<file path="src/rtl/sd_init_ctrl.sv">
// SD card identification/initialisation sequencer: drives the transceiver through
// CMD0, CMD8, CMD55/ACMD41, CMD2, CMD3, CMD7, CMD55/ACMD6, then hands over a 4-bit, fast-clock card.
module sd_init_ctrl #(
    parameter int CMD_RETRIES    = 3,
    parameter int ACMD41_POLLS   = 1000,
    parameter int TIMEOUT_CYCLES = 65535
) (
    input  logic        iclk,
    input  logic        irst,
    input  logic        iinit,
    output logic        ostart,
    output logic [5:0]  ocmd_index,
    output logic [31:0] ocmd_arg,
    output logic        osel_clk,
    input  logic        idone,
    input  logic [31:0] iresp,
    input  logic        icrc_fail,
    output logic [15:0] ordca,
    output logic        oready,
    output logic        oerr,
    output logic [2:0]  oerr_code
);

    localparam int RW = $clog2(CMD_RETRIES) + 1;
    localparam int PW = $clog2(ACMD41_POLLS) + 1;
    localparam int TW = $clog2(TIMEOUT_CYCLES) + 1;

    localparam logic [RW-1:0] RETRY_LAST = RW'(CMD_RETRIES - 1);
    localparam logic [PW-1:0] POLL_LAST  = PW'(ACMD41_POLLS - 1);
    localparam logic [TW-1:0] TMO_LAST   = TW'(TIMEOUT_CYCLES - 1);

    typedef enum logic [3:0] {
        S_IDLE, S_C0, S_C8, S_C55A, S_A41, S_C2, S_C3, S_C7, S_C55B, S_A6, S_READY, S_ERROR
    } state_t;

    state_t        state_q, state_d;
    logic          send_q, send_d;
    logic [RW-1:0] retry_q, retry_d;
    logic [PW-1:0] poll_q, poll_d;
    logic [TW-1:0] tmo_q, tmo_d;
    logic [15:0]   rca_q, rca_d;
    logic [2:0]    code_q, code_d;

    logic          fail, ok, crc_chk;
    logic [2:0]    fail_code;
    logic          unused_resp;

    assign unused_resp = ^iresp[15:12];

    always_ff @(posedge iclk) begin
        if (irst) begin
            state_q <= S_IDLE;
            send_q  <= 1'b0;
            retry_q <= '0;
            poll_q  <= '0;
            tmo_q   <= '0;
            rca_q   <= '0;
            code_q  <= '0;
        end else begin
            state_q <= state_d;
            send_q  <= send_d;
            retry_q <= retry_d;
            poll_q  <= poll_d;
            tmo_q   <= tmo_d;
            rca_q   <= rca_d;
            code_q  <= code_d;
        end
    end

    // CMD0 has no response, ACMD41 (R3) and CMD2 (R2) CRCs are not meaningful here
    assign crc_chk = !(state_q inside {S_C0, S_A41, S_C2});

    always_comb begin
        state_d   = state_q;
        send_d    = send_q;
        retry_d   = retry_q;
        poll_d    = poll_q;
        tmo_d     = tmo_q;
        rca_d     = rca_q;
        code_d    = code_q;
        ostart    = 1'b0;
        fail      = 1'b0;
        fail_code = 3'd0;
        ok        = 1'b0;

        case (state_q)
            S_IDLE, S_READY, S_ERROR: begin
                if (iinit) begin
                    state_d = S_C0;
                    send_d  = 1'b1;
                    retry_d = '0;
                    poll_d  = '0;
                    tmo_d   = '0;
                    rca_d   = '0;
                    code_d  = '0;
                end
            end
            default: begin
                if (send_q) begin
                    ostart = 1'b1;
                    send_d = 1'b0;
                    tmo_d  = '0;
                end else if (idone) begin
                    if (icrc_fail && crc_chk) begin
                        fail      = 1'b1;
                        fail_code = 3'd2;
                    end else begin
                        ok = 1'b1;
                    end
                end else if (tmo_q == TMO_LAST) begin
                    // cards that stay silent after CMD0 are still allowed to proceed
                    if (state_q == S_C0) begin
                        ok = 1'b1;
                    end else begin
                        fail      = 1'b1;
                        fail_code = 3'd1;
                    end
                end else begin
                    tmo_d = tmo_q + TW'(1);
                end
            end
        endcase

        if (fail) begin
            send_d = 1'b1;
            tmo_d  = '0;
            if (retry_q >= RETRY_LAST) begin
                state_d = S_ERROR;
                send_d  = 1'b0;
                code_d  = fail_code;
            end else begin
                retry_d = retry_q + RW'(1);
            end
        end

        if (ok) begin
            retry_d = '0;
            tmo_d   = '0;
            send_d  = 1'b1;
            case (state_q)
                S_C0:   state_d = S_C8;
                S_C8: begin
                    if (iresp[11:0] == 12'h1AA) begin
                        state_d = S_C55A;
                    end else begin
                        state_d = S_ERROR;
                        code_d  = 3'd3;
                    end
                end
                S_C55A: state_d = S_A41;
                S_A41: begin
                    if (iresp[31]) begin
                        state_d = S_C2;
                    end else if (poll_q >= POLL_LAST) begin
                        state_d = S_ERROR;
                        code_d  = 3'd4;
                    end else begin
                        poll_d  = poll_q + PW'(1);
                        state_d = S_C55A;
                    end
                end
                S_C2:   state_d = S_C3;
                S_C3: begin
                    rca_d   = iresp[31:16];
                    state_d = S_C7;
                end
                S_C7:   state_d = S_C55B;
                S_C55B: state_d = S_A6;
                S_A6:   state_d = S_READY;
                default: ;
            endcase
            if (state_d inside {S_READY, S_ERROR}) send_d = 1'b0;
        end
    end

    // index/argument decode straight from the state, so they stay stable through WAIT
    always_comb begin
        ocmd_index = 6'd0;
        ocmd_arg   = 32'd0;
        case (state_q)
            S_C8:   begin ocmd_index = 6'd8;  ocmd_arg = 32'h0000_01AA;    end
            S_C55A: begin ocmd_index = 6'd55;                               end
            S_A41:  begin ocmd_index = 6'd41; ocmd_arg = 32'h40FF_8000;    end
            S_C2:   begin ocmd_index = 6'd2;                                end
            S_C3:   begin ocmd_index = 6'd3;                                end
            S_C7:   begin ocmd_index = 6'd7;  ocmd_arg = {rca_q, 16'h0};   end
            S_C55B: begin ocmd_index = 6'd55; ocmd_arg = {rca_q, 16'h0};   end
            S_A6:   begin ocmd_index = 6'd6;  ocmd_arg = 32'h0000_0002;    end
            default: ;
        endcase
    end

    assign osel_clk  = (state_q == S_READY);
    assign oready    = (state_q == S_READY);
    assign oerr      = (state_q == S_ERROR);
    assign oerr_code = code_q;
    assign ordca     = rca_q;

endmodule
</file>
<file path="config.mk">
export PLATFORM = sky130hd
export DESIGN_NAME = sd_init_ctrl
export DESIGN_NICKNAME = d
export VERILOG_FILES = /design/src/rtl/sd_init_ctrl.sv
export SDC_FILE = /design/constraint.sdc
export NUM_CORES = 1
export LEC_CHECK = 0
export CAP_MARGIN = 20
export CORE_UTILIZATION = 35
export DETAILED_ROUTE_END_ITERATION = 6
export SETUP_SLACK_MARGIN = 0.2
export SYNTH_ARGS = -nofsm -noshare
export SYNTH_HDL_FRONTEND = slang
export SYNTH_SLANG_ARGS = --single-unit
</file>
<file path="constraint.sdc">
create_clock -name iclk -period 2.9 [get_ports iclk]
set_input_delay 0.58 -clock iclk [delete_from_list [all_inputs] [get_ports iclk]]
set_output_delay 0.58 -clock iclk [all_outputs]
set_load 0.005 [all_outputs]
</file>
==> results of run 1 <==
power by group through the flow:
| stage | Sequential, mW | Combinational (mW) | Clock (mW) |
|---|---|---|---|
| after global routing | 0.771 | 0.280 | 0.577 |
| after floorplan | 0.784 | 0.127 | 0 |
| final | 0.769 | 0.255 | 0.532 |
| after CTS | 0.768 | 0.248 | 0.550 |
| after global placement | 0.785 | 0.236 | 0 |
| after detailed placement | 0.785 | 0.238 | 0 |
final timing paths:
| check | slack [ns] | start | cells past startpoint | to |
|---|---|---|---|---|
| min reg2reg | 0.48 | poll_q[9]$_SDFF_PP0_ | 1 | poll_q[9]$_SDFF_PP0_ |
| min | 0.48 | poll_q[9]$_SDFF_PP0_ | 1 | poll_q[9]$_SDFF_PP0_ |
| max | 0.27 | state_q[2]$_SDFF_PP0_ | 4 | ocmd_index[3] |
| max reg2reg | 0.34 | tmo_q[0]$_SDFFE_PP0P_ | 9 | state_q[3]$_SDFF_PP0_ |
layer usage:
| layer | global-route usage (%) | vias to the layer above |
|---|---|---|
| li1 | - | 1743 |
| met4 | 4.13 | 0 |
| met1 | 25.6 | 1618 |
| met3 | 2.41 | 6 |
| met5 | 0 | - |
| met2 | 33.6 | 80 |
critical path, stage by stage, from the launching register on:
cell and delay [ns]:
dfxtp_2 0.43, or4b_4 0.60, inv_1 0.10, or2_2 0.10, clkdlybuf4s50_1 0.49
kinds of logic after synthesis:
kind of cell / after synthesis / synth area share [%]
fa+ha+maj: 5 / 1.92
flops: 55 / 33.8
compound gates: 98 / 19.2
buf+inv: 48 / 7.87
other cells: 1 / 0.115
simple gates: 220 / 34.3
xor+xnor: 9 / 2.42
mux: 1 / 0.307
cells in the final DEF, fill, tap and decap left out, drive strengths merged, types with 3 or more instances in the layout:
cell and instances:
nand2b 9, or4 4, a221oi 3, ha 5
dlymetal6s2s 8, a31oi 5, conb 10, nor3 16
xnor2 6, dfxtp 55, o21a 3, xor2 3
nand3 34, and3 6, a311oi 5, o21bai 3
nor2 35, dlygate4sd2 8, nand2 66, o21ai 24
nand4 9, a21oi 37, clkdlybuf4s50 67, buf 40
inv 12, and2 11, clkbuf 5, nand3b 3
or3 4, nor4 9
state kept, by name, summed over array words and instances (netlist names):
name	count
send_q	1
retry_q	3
tmo_q	17
oerr_code	3
ordca	16
poll_q	11
state_q	4
area by class of cell:
type	instances	area, µm²	share of cell area, %
clock buffers	5	68.8	1.51
clock inverters	3	47.5	1.05
inverters	11	41.3	0.908
multi-input cells	343	2000	44.0
flip-flops and latches	55	1110	24.3
well taps	108	135	2.97
repair buffers	123	1150	25.3
what timing repair did:
action / in CTS / in global routing
resized for setup: 23 / 17
pin swaps: 0 / 1
gates cloned: 1 / 0
setup buffers: 4 / 5
setup endpoints to repair: 23 / 28
stage by stage:
stage                     setup slack, ns  hold WS, ns  power [mW]
after global placement              0.266        0.449        1.02
after floorplan                     0.544        0.441       0.911
after detailed placement            0.224        0.463        1.02
final                               0.273        0.478        1.56
after global routing                0.197        0.516        1.63
after CTS                           0.203        0.486        1.57
==> results.toml, run 1 <==
[floorplan]
core_area_um2 = 8850
die_h_um = 98.5
ios = 98
die_w_um = 98.5
rows = 34
initial_utilization_pct = 36.8
die_area_um2 = 9700

[synth]
avgSynthCellArea_um2 = 7.46
ys_ff_latch = 55
synth-main-ff-cell = "dfxtp_1"
synth_area_leaders = "dfxtp_1 34%, nand2_1 7.5%, a21oi_1 5.5%"
synthesis.area_um2 = 3260
yosysSeqAreaShare_pct = 33.8
synth_edf_count = 0
synth_most_common_cell = "nand2_1"
synthArstFlopShare_pct = 0
synth_top_area_cell = "dfxtp_1"
yosysWarnings = 0
synthDistinctLibCells = 59
synthTopCellsByCount = "65 x nand2_1, 55 x dfxtp_1, 36 x a21oi_1"
synth_cells = 437
synth_top_area_share_pct = 33.8

[global_route]
grt_usage_pct = 19.3
grt_pass1_vias = 3036
grt_overflow_total = 0
grt_pass1_wl_mm = 15.2
antenna_found_initial = 0
grt_max_degree = 33

[power]
combPwrFrac_pct = 16.4
sequentialPowerShare_pct = 49.4
p_clk_share_pct = 34.2
peakVddDrop_v = 0.000252
p_leak_nw = 1.83
switching_share_pct = 26.5
net-switching-power_mw = 0.412
powerDensity_nw_per_um2 = 342
internal_power_mw = 1.14

[finish]
fin_nets = 581
drive_above_1_share_pct = 13.5
final_util_pct = 51.4
nFillCells = 849
antenna_cells = 0
synthToLayoutAreaGrowth_pct = 39.6
final_cell_area_um2 = 4550
fin_cells = 648

[routing]
finalWirelength_mm = 9.43
routed_via_density = 5.32
final_antenna_net_count = 0
drc = 12
wire_per_inst_um = 14.5
met1_length_mm = 4.29
maxUsedRoutingLayer = "met4"
first_pass_iters = 7
vias = 3447
initialDrtViolationCount = 198
routed-wl-met2_mm = 4.65
wl_met3_um = 420

[clock_tree]
clk_pin_slew_ns = 0.10
clock-sinks = 55
cts_htree_levels = 2
clk_latency_ns = 0.32
ctsHoldBuffers = 0
cts_max_path_buffers = 2
cts_tree = "yes"
cts_buffers = 5
cts-root-buf = "clkbuf_8"

[sta]
slew_viol_final = 0
fmax_mhz = 381
hold_violations = 0
finalCritPeriodShare_pct = 90.6
tns_ns = 0
setup_viol = 0
grt_setup_unrepaired = "true"
worst_pin_slew_ns = 0.804
fin_crit_ns = 2.63
relSlewSlack_pct = 46.4
clock_skew_ns = 0.0107

[critical_path]
arrival_ns = 2.05
startpoint_type = "flop"
cp_data_required_time_ns = 2.32
path_max_fanout = 13
path_class = "flop to primary output"
endpoint_kind = "primary output"

[placement]
routabilityCongestion = 0.799
dpl_cell_area_um2 = 4270
portBuffers = 83
dp_hpwl_mm = 6.96
placed_cells = 630

[status]
violations = "DRC"
outcome = "complete, but fails checks"

[flow_run]
max-cap-violations = 0

[min_path]
hp-class = "flop to flop"
No activity file was read; power rests on OpenSTA's default activity.
==> inputs of run 2 (changes only) <==
--- a/config.mk
+++ b/config.mk
@@ -6,6 +6,7 @@
 export NUM_CORES = 1
 export LEC_CHECK = 0
 export CAP_MARGIN = 20
+export CORE_MARGIN = 2
 export CORE_UTILIZATION = 35
 export DETAILED_ROUTE_END_ITERATION = 6
 export SETUP_SLACK_MARGIN = 0.2
==> results.toml, run 2 (synthesis gave the netlist of run 1 again) <==
[status]
outcome = "completed"

[sta]
clock_skew_ns = 0.0143
tns_ns = 0
finalCritPeriodShare_pct = 90.9
fin_crit_ns = 2.64
slew_viol_final = 0
hold_ws_ns = 0.481
fmax_mhz = 379
setup_viol = 0
hold_violations = 0
grt_setup_unrepaired = "true"
relSlewSlack_pct = 46.4
worst_pin_slew_ns = 0.802

[floorplan]
rows = 35
die_w_um = 100
ios = 98
die_area_um2 = 10100
initial_utilization_pct = 35.6
core_area_um2 = 9150
die_h_um = 100

[power]
powerDensity_nw_per_um2 = 344
net-switching-power_mw = 0.396
peakVddDrop_v = 0.000152
switching_share_pct = 25.6
p_leak_nw = 1.78
p_clk_share_pct = 34.6
sequentialPowerShare_pct = 49.7
combPwrFrac_pct = 15.7
internal_power_mw = 1.15

[finish]
layout_commonest_cell = "clkdlybuf4s50_1"
final_util_pct = 49.1
antenna_cells = 0
fin_cells = 644
final_cell_mix = "67 x clkdlybuf4s50_1, 65 x nand2_1, 51 x dfxtp_1"
largest_reg_flops = 17
drive_above_1_share_pct = 12.0
regMostFlops = "tmo_q"
synthToLayoutAreaGrowth_pct = 37.9
fin_nets = 574

[critical_path]
cp_data_required_time_ns = 2.32
startpoint_type = "flop"
r2r_cells = 7
arrival_ns = 2.06
path_max_fanout = 7
endpoint_kind = "primary output"
path_class = "flop to primary output"

[global_route]
grt_pass1_vias = 3102
grt_max_degree = 23
antenna_found_initial = 0
grt_pass1_wl_mm = 15.2
grt_usage_pct = 18.3
grt_overflow_total = 0

[clock_tree]
clk_pin_slew_ns = 0.11
cts_buffers = 5
cts_tree = "yes"
cts-root-buf = "clkbuf_8"
clock-sinks = 55
cts_htree_levels = 2
clk_latency_ns = 0.31
cts_max_path_buffers = 2

[routing]
wire_per_inst_um = 14.7
routed_via_density = 5.39
drc = 0
initialDrtViolationCount = 128
finalWirelength_mm = 9.45
vias = 3471
first_pass_iters = 5
final_antenna_net_count = 0

[placement]
placed_cells = 625
routabilityCongestion = 0.868
portBuffers = 83
dp_hpwl_mm = 6.89

[min_path]
hp-class = "flop to flop"
hold_depth = 1

[flow_run]
max-cap-violations = 0
## run 2: cell count changes in the layout (fill, tap and decap cells not counted), sizes merged
cell	change
buf	-7
clkbuf	+1
dlymetal6s2s	-1
inv	-1
clkdlybuf4s15	+1
## run 2: final cells by class
type,count,area [µm²]
clock buffer,6,82.6
clock inverter,2,35.0
fill,922,4660
inverter,11,41.3
multi-input combinational,343,1980
sequential,55,1110
tap,111,139
timing repair buffer,116,1100
## run 2: timing repair
action,in CTS,in global routing
setup endpoints to repair,25,40
pin swaps,0,1
buffers inserted,4,5
gates resized for setup,26,17
gates cloned,1,0
hold buffers,0,0
## run 2: path summary, 6_finish.rpt
kind                              start              endpoint  slack (ns)
setup / recovery  state_q[0]$_SDFF_PP0_         ocmd_index[3]        0.26
setup reg to reg  state_q[0]$_SDFF_PP0_  poll_q[5]$_SDFF_PP0_        0.37
hold reg to reg    poll_q[9]$_SDFF_PP0_  poll_q[9]$_SDFF_PP0_        0.48
hold / removal     poll_q[9]$_SDFF_PP0_  poll_q[9]$_SDFF_PP0_        0.48
## run 2: metal layers
metal  vias to the layer above  routed length [µm]  GRT usage [%]  part of all wire (%)
met5                         -                   0              0                     0
met3                         8                 393           1.66                   4.2
met2                        89                4660           31.9                    49
met1                      1645                4300           24.6                    46
met4                         0                  89           4.00                  0.94
li1                       1729                   -              -                     -
## run 2: stage by stage
step,worst slack [ns],area [µm²],power (mW)
after CTS,0.162,4400,1.56
after floorplan,0.544,3290,0.911
after global routing,0.112,4490,1.61
after detailed placement,0.158,4210,1.01
final,0.263,4490,1.55
after global placement,0.209,4210,1.01
## run 2: worst max-delay path, cell delays in order, from the launching register on
cell	delay [ns]
dfxtp_4	0.36
buf_4	0.16
or4b_4	0.57
inv_2	0.07
or2_2	0.09
clkdlybuf4s50_1	0.49
## run 2: power by group through the flow
| stage | Clock (mW) | Sequential, mW | Combinational [mW] |
|---|---|---|---|
| after detailed placement | 0 | 0.788 | 0.226 |
| after CTS | 0.549 | 0.769 | 0.238 |
| final | 0.536 | 0.768 | 0.243 |
| after global routing | 0.576 | 0.769 | 0.265 |
| after floorplan | 0 | 0.784 | 0.127 |
| after global placement | 0 | 0.788 | 0.223 |
==> inputs of run 3 (changes only) <==
--- a/config.mk
+++ b/config.mk
@@ -7,8 +7,10 @@
 export LEC_CHECK = 0
 export CAP_MARGIN = 20
 export CORE_MARGIN = 2
-export CORE_UTILIZATION = 35
+export CORE_UTILIZATION = 48
 export DETAILED_ROUTE_END_ITERATION = 6
+export GPL_ROUTABILITY_DRIVEN = 0
+export PLACE_DENSITY = 0.81
 export SETUP_SLACK_MARGIN = 0.2
 export SYNTH_ARGS = -nofsm -noshare
 export SYNTH_HDL_FRONTEND = slang
==> results.toml, run 3 (synthesis gave the netlist of run 1 again) <==
[critical_path]
slowest_delay_ns = 0.36
cp_data_required_time_ns = 2.32
critPathSlowestCell = "dfxtp_4"
path_class = "flop to primary output"
path_max_fanout = 9
startpoint_type = "flop"
crit_top_cell = "buf_4"
arrival_ns = 2.10
endpoint_kind = "primary output"
crit_chain = "buf_4 -> or2_4 -> nand2b_4 -> o21ai_4 -> buf_4 -> buf_6 -> buf_4 -> nand2_1 -> nand2_1 -> dlygate4sd2_1"

[finish]
drive_above_1_share_pct = 11.4
largest_reg_flops = 17
final_util_pct = 66.4
fin_nets = 576
nFillCells = 568
antenna_cells = 0
layout_commonest_cell = "clkdlybuf4s50_1"
final_cell_mix = "67 x clkdlybuf4s50_1, 65 x nand2_1, 53 x dfxtp_1"
synthToLayoutAreaGrowth_pct = 36.1
regMostFlops = "tmo_q"

[sta]
finalCritPeriodShare_pct = 92.2
fin_ws_ns = 0.225
hold_violations = 0
setup_viol = 0
relSlewSlack_pct = 55.0
tns_ns = 0
fin_crit_ns = 2.68
worst_pin_slew_ns = 0.676
grt_setup_unrepaired = "true"
clock_skew_ns = 0.0166
slew_viol_final = 0
fmax_mhz = 374

[power]
internal_power_mw = 1.04
peakVddDrop_v = 0.000251
combPwrFrac_pct = 17.3
net-switching-power_mw = 0.390
powerDensity_nw_per_um2 = 323
sequentialPowerShare_pct = 53.7
switching_share_pct = 27.2
p_clk_share_pct = 29.0
p_leak_nw = 1.84

[status]
outcome = "completed"

[routing]
wire_per_inst_um = 15.3
routed_via_density = 5.69
initialDrtViolationCount = 232
first_pass_iters = 4
drc = 0
vias = 3492
final_antenna_net_count = 0
finalWirelength_mm = 9.40

[global_route]
grt_util_met1_pct = 32.2
use_met3_pct = 4.00
busiest_layer = "met2"
grt_overflow_total = 0
grt_util_met2_pct = 40.3
grt_pass1_vias = 3159
grt_max_degree = 20
antenna_found_initial = 0
grt_pass1_wl_mm = 14.7
grt_usage_pct = 24.1

[clock_tree]
clk_pin_slew_ns = 0.10
cts-root-buf = "clkbuf_8"
cts_buffers = 5
clk_latency_ns = 0.31
ctsHoldBuffers = 0
cts_tree = "yes"
cts_htree_levels = 2
cts_max_path_buffers = 2
clock-sinks = 55

[floorplan]
die_w_um = 86.4
rows = 30
initial_utilization_pct = 48.8
ios = 98
core_area_um2 = 6680
die_area_um2 = 7460
die_h_um = 86.4

[min_path]
hp-class = "flop to flop"

[flow_run]
max-cap-violations = 0

[placement]
dp_hpwl_mm = 6.56
portBuffers = 83
post-place-ws_ns = 0.227
-- run 3: area by class of cell --
cell class	instances	area (µm²)	area share, %
tap	80	100	2.26
timing repair buffer	118	1130	25.5
sequential	55	1110	24.9
clock inverter	2	13.8	0.310
inverter	11	41.3	0.931
clock buffer	5	68.8	1.55
multi-input combinational	343	1980	44.5
-- run 3: stage by stage --
| stage | hold WS, ns | cells | area (µm²) | total power [mW] |
|---|---|---|---|---|
| final | 0.480 | 614 | 4440 | 1.43 |
| after CTS | 0.482 | 605 | 4320 | 1.43 |
| after global placement | 0.446 | 595 | 4180 | 1.01 |
| after detailed placement | 0.459 | 595 | 4180 | 1.02 |
| after global routing | 0.514 | 614 | 4440 | 1.49 |
| after floorplan | 0.441 | 446 | 3290 | 0.911 |
-- run 3: path summary, 6_finish.rpt --
check                                           start                   end  slack (ns)  depth (start not counted)
worst max-delay path            state_q[0]$_SDFF_PP0_          ocmd_arg[18]        0.22                         10
worst max register to register  tmo_q[1]$_SDFFE_PP0P_  poll_q[5]$_SDFF_PP0_        0.34                          8
worst min-delay path             poll_q[9]$_SDFF_PP0_  poll_q[9]$_SDFF_PP0_        0.48                          1
worst min register to register   poll_q[9]$_SDFF_PP0_  poll_q[9]$_SDFF_PP0_        0.48                          1
-- run 3: power groups by stage --
stage / clock, mW / combinational [mW] / sequential, mW
6_report: 0.415 / 0.248 / 0.770
5_1_grt: 0.456 / 0.267 / 0.771
4_1_cts: 0.421 / 0.238 / 0.769
3_5_place_dp: 0 / 0.227 / 0.788
3_3_place_gp: 0 / 0.223 / 0.788
2_1_floorplan: 0 / 0.127 / 0.784
-- run 3: worst max-delay path, delay by kind of cell, from the launching register on --
| kind | cells | cell delay, ns |
|---|---|---|
| AO/OA/AOI/OAI | 1 | 0.08 |
| buffers and inverters | 5 | 0.78 |
| flip-flops | 1 | 0.36 |
| AND/OR/NAND/NOR | 4 | 0.57 |
-- run 3: timing repair --
action,4_1_cts,5_1_grt
cloned,1,0
gates resized for setup,19,16
buffers inserted,2,9
endpoints found under the setup margin,23,42
pin swaps,1,1
-- run 3: metal layers --
layer,vias up,routed length [µm]
met3,13,477
met2,101,4510
met1,1641,4260
li1,1737,-
met4,0,154
met5,-,0
==> RTL change, RTL diff (flow settings as in run 1) <==
Set the parameter `ACMD41_POLLS` to 500 (it was 1000).
--- a/src/rtl/sd_init_ctrl.sv
+++ b/src/rtl/sd_init_ctrl.sv
@@ -2,7 +2,7 @@
 // CMD0, CMD8, CMD55/ACMD41, CMD2, CMD3, CMD7, CMD55/ACMD6, then hands over a 4-bit, fast-clock card.
 module sd_init_ctrl #(
     parameter int CMD_RETRIES    = 3,
-    parameter int ACMD41_POLLS   = 1000,
+    parameter int ACMD41_POLLS   = 500,
     parameter int TIMEOUT_CYCLES = 65535
 ) (
     input  logic        iclk,
Check against the original RTL: same outputs for any inputs over 10 cycles, from zero or initial values and one cycle with irst high; that may be too few to reach the edited logic, so the function may still have changed.
==> RTL change against run 1 <==
  * The flow still finishes with violations (design-rule violations)
  * Critical endpoint is now ocmd_arg[3]
  * Setup slack better by 0.0099 ns
  * Register-to-register slack better by 0.15 ns
  * Routed wire length is 9.4% lower
  * Largest cell class unchanged
  * Sequential cell count is 1 lower
  * Total power is 9.4% higher
  * Non-clock buffer count is 23 lower
  * Synthesized area is 1.2% lower
  * Final area is 6.1% lower
  * Die area is 1.2% lower
==> RTL change: results (changes against run 1) <==
| Metric | Value |
|---|---|
| Worst setup margin | 0.283 ns (+0.00990 ns) |
| Slowest Stage Delay on Critical Path | 0.55 ns (-0.05 ns) |
| Cells after Synth | 417 (-4.6%) |
| Post-synth top cells | 60 x nand2_1, 54 x dfxtp_1, 45 x nor2_1 |
| DP Wirelength | 6270 um (-9.9%) |
| Fillers | 898 (+5.8%) |
| Non-clock buffers | 100 (-19%) |
| First-pass DRT Iterations | 6 (-1) |
| Register area | 1090 sq um (-1.1%) |
| Post-route DRC | 15 (+3) |
| Non-clk buf share | 22.4% (-2.9 points) |
| Synth Register Bits | 54 (-1.8%) |
| Placed Instances | 595 (-5.6%) |
| Status | complete, but fails checks |
| Critical path peak fanout | 16 (+3) |
| Share of layout cells above drive strength 1 | 10.6% (-2.9 points) |
| Leak | 1.63 nW (-11%) |
| Yosys cell types | 67 (+14%) |
| Critical Path End | ocmd_arg[3] |
| First-pass GRT wire length | 14200 um (-6.2%) |
| Setup Buffers After CTS | 0 (-4) |
| Reg-to-Reg Start | state_q[1] |
| # resized after CTS | 7 (-70%) |
| Failing checks | design-rule violations |
| Peak VDD IR | 0.219 mV (-13%) |
| WHS Path Cells | 2 (+1) |
| Worst hold slack | 0.487 ns (+0.00884 ns) |
| Routability cong. | 0.842 (+5.4%) |
RTL change: routing by layer:
| layer | track usage [%] | up-vias | routed length, um |
|---|---|---|---|
| met5 | 0 | - | 0 |
| met4 | 5.13 | 0 | 72 |
| met3 | 2.22 | 8 | 446 |
| met2 | 29.8 | 83 | 4010 |
| met1 | 24.3 | 1462 | 4010 |
| li1 | - | 1617 | - |
RTL change: logic make-up after synthesis:
family / Yosys count / share of synthesized area (%)
xor+xnor: 13 / 3.54
buf+inv: 45 / 7.66
compound gates: 83 / 17.6
simple gates: 212 / 34.3
mux: 4 / 1.32
other cells: 1 / 0.116
fa+ha+maj: 5 / 1.94
flops: 54 / 33.6
RTL change: where the power goes:
part / leakage (nW) / switching (W) / internal [W]
Clock: 0.0542 / 0.000252 / 0.000255
Combinational: 1.14 / 0.000232 / 0.000181
Sequential: 0.438 / 0.0000285 / 0.000754
Total: 1.63 / 0.000513 / 0.00119
